### src/rtl/asip_pkg.sv
// Shared widths, register-class boundary and lane types for the vector ASIP
// writeback path.
package asip_pkg;

  localparam int DATA_W = 4;
  localparam int LANES  = 2;
  localparam int ADDR_W = 4;
  localparam logic [ADDR_W-1:0] VEC_BASE = ADDR_W'(8);
  localparam int CNT_W  = $clog2(LANES) + 1;

  typedef logic [DATA_W-1:0] lane_t;
  typedef lane_t [LANES-1:0] vec_t;
  typedef logic [CNT_W-1:0]  cnt_t;

  function automatic logic is_vector(input logic [ADDR_W-1:0] addr);
    return addr >= VEC_BASE;
  endfunction

endpackage

### src/rtl/load_collector.sv
// Gathers multi-beat load data one lane per beat. It raises a combinational
// done strobe on the final beat and flags protocol violations.
module load_collector
  import asip_pkg::*;
(
  input  logic              clk,
  input  logic              rst,
  input  logic              start,
  input  logic [ADDR_W-1:0] start_addr,
  input  logic              beat_valid,
  input  lane_t             beat_data,
  output logic              busy,
  output logic              err,
  output logic [ADDR_W-1:0] dest_addr,
  output logic              done,
  output vec_t              done_vec
);

  localparam logic [0:0] IDLE    = 1'b0;
  localparam logic [0:0] COLLECT = 1'b1;

  logic [0:0] state;
  cnt_t       count;
  cnt_t       expected;
  vec_t       lanes;
  logic       is_last;

  assign is_last = (count == expected - cnt_t'(1));
  assign done    = (state == COLLECT) && beat_valid && is_last;
  assign busy    = (state == COLLECT);

  // The final beat is merged here so the write can be issued on the same edge.
  always_comb begin
    done_vec = lanes;
    for (int i = 0; i < LANES; i++) begin
      if (count == cnt_t'(i)) done_vec[i] = beat_data;
    end
  end

  always_ff @(posedge clk or negedge rst) begin
    if (!rst) begin
      state     <= IDLE;
      count     <= '0;
      expected  <= '0;
      lanes     <= '0;
      dest_addr <= '0;
      err       <= 1'b0;
    end else begin
      err <= 1'b0;
      if (state == IDLE) begin
        if (start) begin
          state     <= COLLECT;
          dest_addr <= start_addr;
          expected  <= is_vector(start_addr) ? cnt_t'(LANES) : cnt_t'(1);
          count     <= '0;
        end
        if (beat_valid) err <= 1'b1;
      end else begin
        if (start) err <= 1'b1;
        if (beat_valid) begin
          for (int i = 0; i < LANES; i++) begin
            if (count == cnt_t'(i)) lanes[i] <= beat_data;
          end
          if (is_last) begin
            state <= IDLE;
            count <= '0;
          end else begin
            count <= count + cnt_t'(1);
          end
        end
      end
    end
  end

endmodule

### src/rtl/writeback_unit.sv
// Final pipeline stage: arbitrates ALU results and assembled loads into one
// registered register-file write per cycle.
module writeback_unit
  import asip_pkg::*;
(
  input  logic                    clk,
  input  logic                    rst,
  input  logic                    alu_valid,
  output logic                    alu_ready,
  input  logic [ADDR_W-1:0]       alu_addr,
  input  logic [DATA_W-1:0]       alu_sca,
  input  logic [LANES*DATA_W-1:0] alu_vec,
  input  logic                    ld_start,
  input  logic [ADDR_W-1:0]       ld_addr,
  input  logic                    ld_beat_valid,
  input  logic [DATA_W-1:0]       ld_beat_data,
  output logic                    ld_busy,
  output logic                    ld_err,
  output logic                    pending_valid,
  output logic [ADDR_W-1:0]       pending_addr,
  output logic                    WE,
  output logic [ADDR_W-1:0]       A3_WB,
  output logic [DATA_W-1:0]       WD3_SCA,
  output logic [LANES*DATA_W-1:0] WD3_VEC
);

  logic              ld_done;
  vec_t              ld_vec;
  logic [ADDR_W-1:0] ld_dest;
  logic              collecting;
  logic              wr_fire;
  logic [ADDR_W-1:0] wr_addr;
  vec_t              wr_vec;
  lane_t             wr_sca;

  load_collector u_collector (
    .clk        (clk),
    .rst        (rst),
    .start      (ld_start),
    .start_addr (ld_addr),
    .beat_valid (ld_beat_valid),
    .beat_data  (ld_beat_data),
    .busy       (collecting),
    .err        (ld_err),
    .dest_addr  (ld_dest),
    .done       (ld_done),
    .done_vec   (ld_vec)
  );

  assign ld_busy       = collecting;
  assign pending_valid = collecting;
  assign pending_addr  = ld_dest;

  // A completing load owns the write port; the ALU producer must hold its result.
  assign alu_ready = rst && !ld_done;

  always_comb begin
    wr_fire = ld_done || (alu_valid && alu_ready);
    wr_addr = ld_done ? ld_dest : alu_addr;
    wr_vec  = ld_done ? ld_vec : vec_t'(alu_vec);
    wr_sca  = ld_done ? ld_vec[0] : alu_sca;
  end

  always_ff @(posedge clk or negedge rst) begin
    if (!rst) begin
      WE      <= 1'b0;
      A3_WB   <= '0;
      WD3_SCA <= '0;
      WD3_VEC <= '0;
    end else if (wr_fire) begin
      WE    <= 1'b1;
      A3_WB <= wr_addr;
      if (is_vector(wr_addr)) begin
        WD3_SCA <= '0;
        WD3_VEC <= wr_vec;
      end else begin
        WD3_SCA <= wr_sca;
        WD3_VEC <= '0;
      end
    end else begin
      WE <= 1'b0;
    end
  end

endmodule

### config.mk
export PLATFORM = sky130hd
export DESIGN_NAME = writeback_unit
export DESIGN_NICKNAME = d
export VERILOG_FILES = /design/src/rtl/asip_pkg.sv /design/src/rtl/load_collector.sv /design/src/rtl/writeback_unit.sv
export SDC_FILE = /design/constraint.sdc
export NUM_CORES = 1
export LEC_CHECK = 0
export CORE_MARGIN = 5
export CORE_UTILIZATION = 48
export CTS_BUF_LIST = sky130_fd_sc_hd__clkbuf_2
export DETAILED_ROUTE_END_ITERATION = 10
export PLACE_DENSITY = 0.81
export SETUP_SLACK_MARGIN = 0.02
export SKIP_LAST_GASP = 1
export SLEW_MARGIN = 0
export SYNTH_ARGS = -nofsm -noshare
export SYNTH_HDL_FRONTEND = slang
export SYNTH_SLANG_ARGS = --single-unit
### constraint.sdc
create_clock -name clk -period 2.1 [get_ports clk]
set_clock_uncertainty 0.2 [all_clocks]
set_input_delay 0.42 -clock clk [delete_from_list [all_inputs] [get_ports clk]]
set_output_delay 0.42 -clock clk [all_outputs]
set_load 0.02 [all_outputs]
==> summary.md, run 1 <==
| Metric | Value |
|---|---|
| Required @ worst endpoint | `1480 ps` |
| Total GRT Usage | `0.1874` |
| Antenna violations before repair | `0` |
| Multi-input logic area | `859.6 sq um` |
| Largest net degree at the start of global routing | `48` |
| Path type of the worst min-delay path | `reg2reg` |
| Io pins | `54` |
| Routability cong. | `0.7599` |
| Mapped Area | `1804 sq um` |
| Leak pwr | `1.175 nW` |
| CP Launch Point | `u_collector.expected[1]` |
| Core Area | `3661 sq um` |
| HPWL after DPL | `3193 um` |
| Share of the synthesized area in the top cell type | `0.4854` |
| Syn_nets | `184` |
| Setup crit start kind | `flip-flop` |
| Synth-to-Final Area Change | `38.70%` |
| Global-route wire length before repair | `7438 um` |
| Final Critical Period | `2316 ps` |
| Fillers | `281` |
| Ys flop type | `dfrtp_1` |
| DR WL/cell | `16.59 um` |
| Fin crit share | `1.103` |
| Outcome | `complete, but fails checks` |
| Share of layout cells above drive strength 1 | `0.2248` |
| RSZ-0062 raised after global routing | `yes` |
| Vias in the first global route | `1551` |
| Clock Sinks | `35` |
| Pwr Density | `1325 nW/um^2` |
| Die ar. | `5085 sq um` |
| Max-slew headroom | `0.6481` |
| Final setup violation count | `1` |
| Post-synth EDFFs | `0` |
| Die width | `71.31 um` |
| Post-Synthesis Cells | `153` |
| Worst-case vdd ir drop | `0.8454 mV` |
| Clock transition at path regs | `170 ps` |
| DRC violations left | `0` |
| Setup slack after layout | `-216.1 ps` |
| Reg-to-Reg Start | `u_collector.expected[1]` |
| Root buffer cell | `clkbuf_2` |
| Final net count | `248` |
| Fin. max-slew vios | `0` |
| Antenna Cells | `0` |
| Starting Density | `0.4928` |
| Sequential Area | `875.8 sq um` |
| CP Class | `reg2out` |
| FFs w/ async S/R, synth | `1.000` |
| DRT Pass-1 Iters | `4` |
| Port Buf Inserts | `53` |
| Final Hold Vio Count | `0` |
| Clk Latency, worst-skew pair | `390 ps` |
| Synth cell types | `25` |
| Data arrival, critical path | `1700 ps` |
| Num CTS Buffers | `5` |
| Worst slew pin tran | `527.9 ps` |
| Post-DRT Antenna Nets | `0` |
| Most frequent cells in the layout | `clkdlybuf4s50_1 (40), dfrtp_1 (35), mux2_2 (24)` |
| H-Tree Level Count | `2` |
| Seq/Total Area, Yosys | `0.4854` |
| Mean Syn Cell Area | `11.79 sq um` |
| Routed wire length | `4414 um` |
| Critical path capture point type | `output pin` |
| Area contributors post-synth | `dfrtp_1 (49%), mux2_2 (15%), mux2i_1 (9.4%), and4_1 (3.9%), a21oi_1 (3.3%)` |
| TritonCTS clock tree | `done` |
| Most common library cell in the layout ignoring fill and taps | `clkdlybuf4s50_1` |
| Crit-path max FO | `2` |
| DRT iter0 DRCs | `56` |
| Die Ht | `71.31 um` |
| Failing checks | `negative setup slack` |
| GRT overflow | `0` |
| Maximum clock insertion buffer count | `2` |
| Fmax achieved | `431.8 MHz` |
| DR vias | `1416` |
| Max-cap violation count | `0` |
| Synth warnings | `0` |
| Pre-CTS setup slack | `-534.4 ps` |
| Setup TNS | `-216.1 ps` |
| Row count | `22` |
| Vias/cell | `5.323` |
| Synth Register Bits | `35` |
| HP Start | `u_collector.lanes[7]` |
| Largest area contributor in the netlist | `dfrtp_1` |
-- final timing paths --
kind | endpoint | slack (ps) | depth (start not counted)
worst min-delay path | u_collector.lanes[7] | 330 | 1
worst min register to register | u_collector.lanes[7] | 330 | 1
max in group asynchronous | WD3_VEC[2] | 860 | 3
worst max-delay path | alu_ready | -220 | 4
worst max register to register | A3_WB[0] | 160 | 4
min in group asynchronous | u_collector.dest_addr[3] | 470 | 3
-- state kept, by name, indices dropped and copies added, names as in the netlist --
name	cells
u_collector.err	1
WE	1
u_collector.busy	1
A3_WB	4
u_collector.lanes	8
u_collector.dest_addr	4
u_collector.expected	2
WD3_SCA	4
u_collector.count	2
WD3_VEC	8
-- metrics by stage --
stage / utilization / power (mW) / cells / hold WS (ps) / area [sq um]
final: 0.6835 / 3.315 / 266 / 329.6 / 2502
after global routing: 0.6835 / 3.552 / 266 / 349.2 / 2502
after CTS: 0.6774 / 3.359 / 266 / 328.8 / 2480
after detailed placement: 0.6627 / 3.038 / 256 / 293.5 / 2426
after global placement: 0.6627 / 2.968 / 256 / 284.6 / 2426
after floorplan: - / 2.279 / 153 / -75.59 / 1804
-- final cells by class --
cell class | instances | area share
Tap cell | 48 | 0.02400
Inverter | 4 | 0.006000
Clock buffer | 6 | 0.01200
Sequential cell | 35 | 0.3500
Multi-Input combinational cell | 104 | 0.3435
Timing Repair Buffer | 67 | 0.2615
Clock inverter | 2 | 0.003000
-- timing repair --
action                                  CTS  global route
endpoints found under the setup margin    3            10
buffers inserted                          1             0
hold buffers                              1             0
endpoints found under the hold margin    35             0
gates cloned                              0             0
pin swaps                                 1             1
resized for setup                         8             9
-- report_power, final --
part           total [mW]  leakage, nW  switching (mW)  internal [mW]
Clock               0.305       0.0281           0.225         0.0800
Combinational        1.85        0.717           0.869          0.985
Sequential           1.16        0.430           0.177          0.980
Total                3.32         1.18            1.27           2.04
-- Yosys cell counts, types with 3 or more instances --
master and instances:
dfrtp_1 35, mux2_2 24, and4_1 8, clkbuf_1 7, a21oi_1 12, o21ai_0 5
nand3_1 3, and4b_1 4, nand2b_1 5, nand2_1 11, inv_1 4, mux2i_1 17
-- kinds of logic (layout without fill, tap and decap cells) --
group                      Yosys count  in the layout  share of synthesized area
AOI/OAI and AO/OA                   19             19                    0.05548
xor gates and xnor gates             1              1                   0.009018
adders and majority gates            2              2                    0.01387
buffers and inverters               14             79                    0.03814
DFF                                 35             35                     0.4854
muxes                               42             42                     0.2566
and+or+nand+nor                     40             40                     0.1415
-- worst max-delay path, stage by stage, from the launching register on --
cell and delay, ps:
dfrtp_1 440, xnor2_2 250, mux2i_4 270, and2b_1 220, buf_6 130
-- routing by layer --
layer	track usage	wire [um]	vias to the layer above	part of all wire
met5	0	0	-	0
met2	0.3194	2150	44	0.49
met3	0.05470	335	5	0.076
met1	0.2264	1894	678	0.43
met4	0.06263	34	0	0.0077
li1	-	-	689	-
(Power assumes the default switching activity.)
==> inputs of run 2 (changes only) <==
--- a/config.mk
+++ b/config.mk
@@ -8,6 +8,7 @@
 export CORE_MARGIN = 5
 export CORE_UTILIZATION = 48
 export CTS_BUF_LIST = sky130_fd_sc_hd__clkbuf_2
+export CTS_CLUSTER_DIAMETER = 80
 export DETAILED_ROUTE_END_ITERATION = 10
 export PLACE_DENSITY = 0.81
 export SETUP_SLACK_MARGIN = 0.02
==> results of run 2 <==
No change in the layout: final DEF, timing and power equal those of run 1.
